===== config.mk =====
export PLATFORM = sky130hd
export DESIGN_NAME = pipeline_ctrl_flat
export DESIGN_NICKNAME = d
export VERILOG_FILES = /design/src/rtl/pipeline_pkg.sv /design/src/rtl/pipeline_ctrl_if.sv /design/src/rtl/hazard_detect.sv /design/src/rtl/pipeline_ctrl.sv /design/src/flat_wrapper.sv
export SDC_FILE = /design/constraint.sdc
export NUM_CORES = 1
export LEC_CHECK = 0
export CAP_MARGIN = 20
export CELL_PAD_IN_SITES_DETAIL_PLACEMENT = 0
export CELL_PAD_IN_SITES_GLOBAL_PLACEMENT = 1
export CORE_MARGIN = 4
export CORE_UTILIZATION = 37
export DETAILED_ROUTE_END_ITERATION = 10
export PLACE_DENSITY_LB_ADDON = 0.1
export SKIP_CTS_REPAIR_TIMING = 1
export SLEW_MARGIN = 20
export SYNTH_ARGS = -nofsm -noshare
export SYNTH_HDL_FRONTEND = slang
export SYNTH_HIERARCHICAL = 1
export SYNTH_SLANG_ARGS = --single-unit

===== constraint.sdc =====
create_clock -name clk -period 2.83 [get_ports clk]
set_input_delay 0.566 -clock clk [delete_from_list [all_inputs] [get_ports clk]]
set_output_delay 0.566 -clock clk [all_outputs]
set_load 0.005 [all_outputs]

===== src/rtl/pipeline_pkg.sv =====
// Shared encodings for the pipeline stall/flush/run controller.
// State codes are visible on the debug port, so their values are fixed.
package pipeline_pkg;

  typedef enum logic [1:0] {
    ST_IDLE   = 2'b00,
    ST_RUN    = 2'b01,
    ST_STEP   = 2'b10,
    ST_HALTED = 2'b11
  } state_t;

  // pipeline-register indices (register k sits between stage k and k+1)
  localparam int IF_ID  = 0;
  localparam int ID_EX  = 1;
  localparam int EX_MEM = 2;
  localparam int MEM_WB = 3;

endpackage


===== src/rtl/pipeline_ctrl_if.sv =====
// Debug/request and pipeline-control bundle for pipeline_ctrl.
// master = debug unit / datapath side, slave = the controller.
interface pipeline_ctrl_if #(
  parameter int NUM_STAGES    = 5,
  parameter int REG_ADDR_BITS = 5,
  parameter int CNT_WIDTH     = 32
);
  logic                     run_req;
  logic                     step_req;
  logic                     halt_req;
  logic                     halt_instr;
  logic                     ex_mem_read;
  logic [REG_ADDR_BITS-1:0] ex_rt_addr;
  logic [REG_ADDR_BITS-1:0] id_rs_addr;
  logic [REG_ADDR_BITS-1:0] id_rt_addr;
  logic                     branch_taken;
  logic                     pc_enable;
  logic [NUM_STAGES-2:0]    stage_enable;
  logic [NUM_STAGES-2:0]    stage_flush;
  logic [1:0]               state;
  logic [CNT_WIDTH-1:0]     cycle_count;
  logic [CNT_WIDTH-1:0]     stall_count;

  modport master (
    output run_req, step_req, halt_req, halt_instr, ex_mem_read,
           ex_rt_addr, id_rs_addr, id_rt_addr, branch_taken,
    input  pc_enable, stage_enable, stage_flush, state,
           cycle_count, stall_count
  );

  modport slave (
    input  run_req, step_req, halt_req, halt_instr, ex_mem_read,
           ex_rt_addr, id_rs_addr, id_rt_addr, branch_taken,
    output pc_enable, stage_enable, stage_flush, state,
           cycle_count, stall_count
  );
endinterface


===== src/rtl/hazard_detect.sv =====
// Load-use hazard compare: a load in EX whose destination feeds the
// instruction in ID. Register 0 is hardwired zero and never hazards.
module hazard_detect #(
  parameter int REG_ADDR_BITS = 5
) (
  input  logic                     mem_read,
  input  logic [REG_ADDR_BITS-1:0] ex_rt_addr,
  input  logic [REG_ADDR_BITS-1:0] id_rs_addr,
  input  logic [REG_ADDR_BITS-1:0] id_rt_addr,
  output logic                     hazard
);
  assign hazard = mem_read && (ex_rt_addr != '0) &&
                  ((ex_rt_addr == id_rs_addr) || (ex_rt_addr == id_rt_addr));
endmodule


===== src/rtl/pipeline_ctrl.sv =====
// Run/step/halt sequencer plus stall/flush mask generation for an
// N-stage pipeline, with saturating cycle and stall counters.
module pipeline_ctrl
  import pipeline_pkg::*;
#(
  parameter int NUM_STAGES    = 5,
  parameter int BRANCH_STAGE  = 3,
  parameter int REG_ADDR_BITS = 5,
  parameter int CNT_WIDTH     = 32
) (
  input  logic            clk,
  input  logic            reset,
  pipeline_ctrl_if.slave  bus
);
  localparam int NREG = NUM_STAGES - 1;

  state_t state_q, state_d;
  logic   hazard, advance, stall;

  always_ff @(posedge clk or negedge reset) begin
    if (!reset) state_q <= ST_IDLE;
    else        state_q <= state_d;
  end

  always_comb begin
    state_d = state_q;
    unique case (state_q)
      ST_IDLE: begin
        if (bus.run_req)       state_d = ST_RUN;
        else if (bus.step_req) state_d = ST_STEP;
      end
      ST_RUN: begin
        if (bus.halt_instr)    state_d = ST_HALTED;
        else if (bus.halt_req) state_d = ST_IDLE;
      end
      ST_STEP:   state_d = bus.halt_instr ? ST_HALTED : ST_IDLE;
      ST_HALTED: state_d = ST_HALTED;
      default:   state_d = ST_IDLE;
    endcase
  end

  hazard_detect #(.REG_ADDR_BITS(REG_ADDR_BITS)) u_hazard (
    .mem_read   (bus.ex_mem_read),
    .ex_rt_addr (bus.ex_rt_addr),
    .id_rs_addr (bus.id_rs_addr),
    .id_rt_addr (bus.id_rt_addr),
    .hazard     (hazard)
  );

  assign advance = (state_q == ST_RUN) || (state_q == ST_STEP);
  // a taken branch squashes the stalled instruction anyway, so it wins
  assign stall   = advance && hazard && !bus.branch_taken;

  assign bus.pc_enable = advance && !stall;
  assign bus.state     = state_q;

  for (genvar k = 0; k < NREG; k++) begin : g_reg
    localparam bit IS_IFID  = (k == IF_ID);
    localparam bit IS_IDEX  = (k == ID_EX);
    localparam bit WRONG_PATH = (k < BRANCH_STAGE);
    assign bus.stage_enable[k] = advance && !(stall && IS_IFID);
    assign bus.stage_flush[k]  = advance &&
                                 (bus.branch_taken ? WRONG_PATH : (hazard && IS_IDEX));
  end

  logic [CNT_WIDTH-1:0] cycle_q, stall_q;

  always_ff @(posedge clk or negedge reset) begin
    if (!reset) begin
      cycle_q <= '0;
      stall_q <= '0;
    end else begin
      if (advance && (cycle_q != '1)) cycle_q <= cycle_q + 1'b1;
      if (stall   && (stall_q != '1)) stall_q <= stall_q + 1'b1;
    end
  end

  assign bus.cycle_count = cycle_q;
  assign bus.stall_count = stall_q;

endmodule


===== src/flat_wrapper.sv =====
// flat-port wrapper written by rule: the top's interface ports become plain ports
module pipeline_ctrl_flat import pipeline_pkg::*;
#(
  parameter int NUM_STAGES    = 5,
  parameter int BRANCH_STAGE  = 3,
  parameter int REG_ADDR_BITS = 5,
  parameter int CNT_WIDTH     = 32
)
  (clk, reset, bus_run_req, bus_step_req, bus_halt_req, bus_halt_instr, bus_ex_mem_read, bus_ex_rt_addr, bus_id_rs_addr, bus_id_rt_addr, bus_branch_taken, bus_pc_enable, bus_stage_enable, bus_stage_flush, bus_state, bus_cycle_count, bus_stall_count);
  pipeline_ctrl_if #(.NUM_STAGES(NUM_STAGES), .REG_ADDR_BITS(REG_ADDR_BITS), .CNT_WIDTH(CNT_WIDTH)) bus_i ();
  input  logic clk;
  input  logic reset;
  input wire logic [$bits(bus_i.run_req)-1:0] bus_run_req;
  input wire logic [$bits(bus_i.step_req)-1:0] bus_step_req;
  input wire logic [$bits(bus_i.halt_req)-1:0] bus_halt_req;
  input wire logic [$bits(bus_i.halt_instr)-1:0] bus_halt_instr;
  input wire logic [$bits(bus_i.ex_mem_read)-1:0] bus_ex_mem_read;
  input wire logic [$bits(bus_i.ex_rt_addr)-1:0] bus_ex_rt_addr;
  input wire logic [$bits(bus_i.id_rs_addr)-1:0] bus_id_rs_addr;
  input wire logic [$bits(bus_i.id_rt_addr)-1:0] bus_id_rt_addr;
  input wire logic [$bits(bus_i.branch_taken)-1:0] bus_branch_taken;
  output wire logic [$bits(bus_i.pc_enable)-1:0] bus_pc_enable;
  output wire logic [$bits(bus_i.stage_enable)-1:0] bus_stage_enable;
  output wire logic [$bits(bus_i.stage_flush)-1:0] bus_stage_flush;
  output wire logic [$bits(bus_i.state)-1:0] bus_state;
  output wire logic [$bits(bus_i.cycle_count)-1:0] bus_cycle_count;
  output wire logic [$bits(bus_i.stall_count)-1:0] bus_stall_count;
  assign bus_i.run_req = bus_run_req;
  assign bus_i.step_req = bus_step_req;
  assign bus_i.halt_req = bus_halt_req;
  assign bus_i.halt_instr = bus_halt_instr;
  assign bus_i.ex_mem_read = bus_ex_mem_read;
  assign bus_i.ex_rt_addr = bus_ex_rt_addr;
  assign bus_i.id_rs_addr = bus_id_rs_addr;
  assign bus_i.id_rt_addr = bus_id_rt_addr;
  assign bus_i.branch_taken = bus_branch_taken;
  assign bus_pc_enable = bus_i.pc_enable;
  assign bus_stage_enable = bus_i.stage_enable;
  assign bus_stage_flush = bus_i.stage_flush;
  assign bus_state = bus_i.state;
  assign bus_cycle_count = bus_i.cycle_count;
  assign bus_stall_count = bus_i.stall_count;
  pipeline_ctrl #(.NUM_STAGES(NUM_STAGES), .BRANCH_STAGE(BRANCH_STAGE), .REG_ADDR_BITS(REG_ADDR_BITS), .CNT_WIDTH(CNT_WIDTH)) u_core (.clk(clk), .reset(reset), .bus(bus_i));
endmodule

After elaboration in Yosys (flattened, before gate mapping)
Index checks and enable logic that the tools add are counted.
{"block": "word_totals", "in_bits": 23, "reg_bits": 66}
{"block": "classes", "addsub": 2, "eq_ne": 9, "reduce_logical": 16, "muxes": 8}
{"op": "adder 32 x 1 -> 32 bit, second input constant", "n": 2}
{"op": "!= test 32 bit, second input constant", "n": 2}
{"op": "== test 5 bit", "n": 2}
{"op": "two-way mux 2 bit", "n": 5}
{"op": "logical AND 1 bit", "n": 9}
{"op": "one-hot mux 2 bit (4 select lines)", "n": 1}
{"op": "!= test 3 bit, second input constant", "n": 2}
{"op": "nonzero test 5 bit", "n": 1}
{"op": "== test 2 bit, second input constant", "n": 2}
{"op": "== test 2 x 1 -> 1 bit, second input constant", "n": 1}
{"op": "zero test 1 bit", "n": 2}
{"op": "zero test 2 bit", "n": 1}
{"op": "logical OR 1 bit", "n": 2}
{"op": "two-way mux 1 bit", "n": 2}
{"op": "AND reduction 2 bit", "n": 1}

Longest topological paths before layout
{"block": "logic_depth", "depth_word": 7, "depth_mapped": 11}

Modules after synthesis
The synthesis kept the hierarchy.
{"module": "pipeline_ctrl", "cells_per_inst": 313, "area_each_um2": 3335.7, "instances": 1}
{"module": "hazard_detect", "cells_per_inst": 17, "area_each_um2": 125.1, "instances": 1}

Least setup slack after synthesis
No wires, ideal clock.
{"block": "synth_timing", "path_type": "input to register", "startpoint": "input port bus_ex_rt_addr[0]", "endpoint": "register u_core.stall_q[31], in the netlist u_core/bus.stall_count[31]", "setup_ps": 123, "required_ps": 2707, "path_buffers": 1, "setup_slack_ps": 369, "arrival_ps": 2337, "cell_stages": 10, "cell_sequence": "xor2_1 > nor3_1 > nand3_1 > a21oi_1 > and3b_1 > buf_2 > nand4_1 > a211oi_1 > nand4_1 > xnor2_1"}
{"block": "synth_via", "elab_chain_len": 6, "word_cells_on_any_way": 9, "classes_between": "2 x eq/ne; 7 x reduce/logical"}
{"element": "start: declaration", "line": "flat_wrapper.sv:18", "source": "input wire logic [$bits(bus_i.ex_rt_addr)-1:0] bus_ex_rt_addr;"}
{"element": "== test 5 bit / nonzero test 5 bit (equally long branches)", "line": "hazard_detect.sv:13, hazard_detect.sv:12"}
{"element": "logical OR 1 bit / logical AND 1 bit (equally long branches)", "line": "hazard_detect.sv:13, hazard_detect.sv:12"}
{"element": "logical AND 1 bit (*)", "line": "hazard_detect.sv:12", "source": "assign hazard = mem_read && (ex_rt_addr != '0) &&"}
{"element": "named net u_core.hazard", "line": "pipeline_ctrl.sv:18", "source": "logic hazard, advance, stall;"}
{"element": "logical AND 1 bit (*) (2 in series)", "line": "pipeline_ctrl.sv:52", "source": "assign stall = advance && hazard && !bus.branch_taken;"}
{"element": "logical AND 1 bit (*)", "line": "pipeline_ctrl.sv:74", "source": "if (stall && (stall_q != '1)) stall_q <= stall_q + 1'b1;"}
{"element": "end signal: assignment", "line": "pipeline_ctrl.sv:74"}
{"element": "end: declaration", "line": "pipeline_ctrl.sv:66", "source": "logic [CNT_WIDTH-1:0] cycle_q, stall_q;"}
The timed path passes the listed nets; every way through them passes the cells marked *.
A chain may end at the register's enable or synchronous reset.

Worst setup path in the final report
{"block": "layout_timing", "startpoint": "input port bus_ex_rt_addr[1]", "endpoint": "output port bus_pc_enable"}
{"block": "layout_via", "elab_chain_len": 7, "word_cells_on_any_way": 10, "classes_between": "2 x eq/ne; 8 x reduce/logical"}
{"element": "== test 5 bit / nonzero test 5 bit (equally long branches)", "line": "hazard_detect.sv:13, hazard_detect.sv:12"}
{"element": "logical OR 1 bit / logical AND 1 bit (equally long branches)", "line": "hazard_detect.sv:13, hazard_detect.sv:12"}
{"element": "logical AND 1 bit (*)", "line": "hazard_detect.sv:12"}
{"element": "named net u_core.hazard", "line": "pipeline_ctrl.sv:18"}
{"element": "logical AND 1 bit (*) (2 in series)", "line": "pipeline_ctrl.sv:52"}
{"element": "zero test 1 bit (*)", "line": "pipeline_ctrl.sv:54", "source": "assign bus.pc_enable = advance && !stall;"}
{"element": "logical AND 1 bit (*)", "line": "pipeline_ctrl.sv:54"}
{"element": "end: declaration", "line": "flat_wrapper.sv:22", "source": "output wire logic [$bits(bus_i.pc_enable)-1:0] bus_pc_enable;"}
Marked as above.

==> flow_summary.toml <==
[outcome]
status = "finished clean"

[finish]
synthToLayoutAreaGrowth_pct = 38.0
final_net_count = 463
drive_gt1_frac = 0.0957
filler_cell_count = 858
antenna_cells = 0

[timing]
fin_ws_ps = 119
period_share = 0.958
fmax_ghz = 0.369
skew_ps = 16.4
hold_viol = 0
finalCriticalPeriod_ps = 2710
setup_violations = 0
hold_slack_ps = 233
drv_slew = 0
setup_tns_ps = 0
worst_pin_slew_ps = 703
grt_setup_unrepaired = "no"
max-slew-margin-rel = 0.527

[place]
gp_congestion = 0.745
portBuffers = 96
hpwlAfterDp_mm = 6.00
post-place-ws_ps = -260

[clock_network]
clockBufferDepth = 2
cts.clk_slew.worst_paths_ps = 80
cts_sinks = 66
clk_latency_ps = 330
cts_tree = "built"
root_buffer = "clkbuf_8"
cts_htree_levels = 3
cts_buffers = 9

[routing]
met3_length_um = 617
finalWirelength_mm = 8.25
dr_wl_met2_mm = 3.61
drc_errors = 0
first_iter_violations = 108
vias = 2795
wl_per_cell_um = 15.0
wl_met1_mm = 3.93
viasPerCell = 5.08
top_layer_used = "met4"
first_pass_iters = 4
ant_nets = 0

[power_and_ir_drop]
peakVddDrop_v = 0.000433
p_leak_nw = 2.04
powerDensity_nw_per_um2 = 559
seqPwrFrac = 0.418
p_int_w = 0.00191
power_frac_comb = 0.286
switchingPower_w = 0.000760
p_total_w = 0.00267
clkPwrFrac = 0.296
swShare = 0.284

[worst_setup_path]
crit_buf_inv = 2
r2r_end = "u_core/bus.cycle_count[29]"
rr_worst_depth = 7
regToRegStartpoint = "u_core/bus.state[0]"
end_kind = "primary output"
cp_slowest_cell = "or4_4"
worstPathArrival_ps = 2150
crit_path_max_incr_delay_ps = 550
cp.required_ps = 2260
crit_type = "in2out"
path_cells = "clkdlybuf4s50_1, or4_4, o21ai_2, a21oi_2, nand3b_1, and2_1, dlymetal6s2s_1"
path_max_fanout = 3
start_kind = "input pin"
rrSetupSlack_ps = 360
critPathTopFamily = "simple AND/OR/NAND/NOR gates"

[logic_synthesis]
syn_area_per_cell_um2 = 10.5
yosys.cell_types.count = 43
synth_area_um2 = 3460
yosys.area.top_type = "dfrtp_1"
async_reset_ff_frac = 1.00
syn-num-nets = 359
synthTopCellsByCount = "66 x dfrtp_1, 49 x xnor2_1, 27 x nand4_1"
synth.yosys.seq_area_share = 0.477
synth_top_area_share = 0.477
ys_seq_elements = 66
synthCells = 330
synth_edf_count = 0
synth_most_common_cell = "dfrtp_1"
ys.flop_type = "dfrtp_1"
yosysWarnings = 6
yosys-top-cells-area = "dfrtp_1 48%, xnor2_1 12%, xor2_1 5.3%"

[grt]
grt_pass1_wl_mm = 13.9
grt_max_degree = 67
grt-ovfl-total = 0
grt_pass1_vias = 2753
antenna_found_initial = 0
grt_use_total = 0.155

[floorplan]
io_pins = 98
placementRows = 35
die_w_um = 105
initial_core_util = 0.378
die_h_um = 105
core-area_um2 = 9150
dieArea_um2 = 11000

[job]
drv_cap = 0

[hold_path]
hold_path_class = "in2async"
-- worst reg2reg max path, stage by stage, from the launching register on --
cell and delay (ps):
dfrtp_1 410, inv_1 90, ha_1 480, and3_1 320, nand4_1 160, a2111oi_2 570, nand4_1 190, xnor2_1 150
-- sequential cells by signal, summed over array words and instances, names as in the netlist --
signal and count:
u_core/bus.cycle_count 32, u_core/bus.state 2, u_core/bus.stall_count 32
-- metrics by stage --
step           cells  instance area (um^2)   util
2_1_floorplan    330                  3460      -
3_3_place_gp     534                  4560  0.498
3_5_place_dp     534                  4560  0.498
4_1_cts          550                  4750  0.519
5_1_grt          550                  4780  0.522
6_report         550                  4780  0.522
-- routing by layer --
metal | global-route usage | vias to the layer above
met4 | 0.0515 | 0
met2 | 0.221 | 80
met1 | 0.219 | 1344
met5 | 0 | -
met3 | 0.0513 | 8
li1 | - | 1363
-- worst max-delay path by stage --
stage	from	end	slack (ps)	depth (start not counted)
after floorplan	bus_ex_rt_addr[0]	u_core/bus.stall_count[31]	370	10
after global placement	bus_ex_rt_addr[4]	bus_pc_enable	-260	7
after detailed placement	bus_ex_rt_addr[4]	bus_pc_enable	-260	7
after CTS	bus_ex_rt_addr[4]	bus_pc_enable	-270	7
after global routing	bus_ex_rt_addr[1]	bus_stage_enable[0]	7	7
final	bus_ex_rt_addr[1]	bus_pc_enable	120	7
-- cells in the final DEF (no fill, tap or decap), drive strengths merged, types with 2 or more instances in the layout --
cell type      count
and2               6
a211oi             3
inv                8
xnor2             49
nand4             29
nand2             24
a21oi              7
dlymetal6s2s       5
and3              14
o2111ai            2
a31oi              2
mux2               2
nor2              14
ha                 6
clkinv             4
nor2b              3
buf               10
o21ai              3
or4                3
nor3              10
or3                2
nand3             25
and4               9
xor2              21
clkdlybuf4s50     90
dfrtp             66
clkbuf            11
-- power by group through the flow --
stage	clock [W]	combinational (W)	sequential, W
2_1_floorplan	0	0.000408	0.00112
3_3_place_gp	0	0.000790	0.00113
3_5_place_dp	0	0.000786	0.00113
4_1_cts	0.000817	0.000793	0.00112
5_1_grt	0.000863	0.000864	0.00113
6_report	0.000791	0.000764	0.00112
-- cell type report --
type	instances	area (um^2)	share of cell area
Clock buffer	11	141	0.0296
Clock inverter	5	53.8	0.0113
Inverter	8	30.0	0.00629
Multi-Input combinational cell	244	1710	0.358
Sequential cell	66	1650	0.346
Tap cell	111	139	0.0291
Timing Repair Buffer	105	1050	0.220
-- logic make-up (layout without fill, tap and decap cells) --
| group | after synthesis | count (layout) | synth area share |
|---|---|---|---|
| other | 1 | 1 | 0.00108 |
| AO/OA/AOI/OAI | 20 | 20 | 0.0398 |
| AND/OR/NAND/NOR | 145 | 145 | 0.245 |
| adder cells (fa/ha/maj) | 6 | 6 | 0.0217 |
| XOR/XNOR | 70 | 70 | 0.177 |
| multiplexers | 2 | 2 | 0.00651 |
| buffers and inverters | 20 | 129 | 0.0315 |
| flip-flops | 66 | 66 | 0.477 |
(Power assumes the default switching activity.)
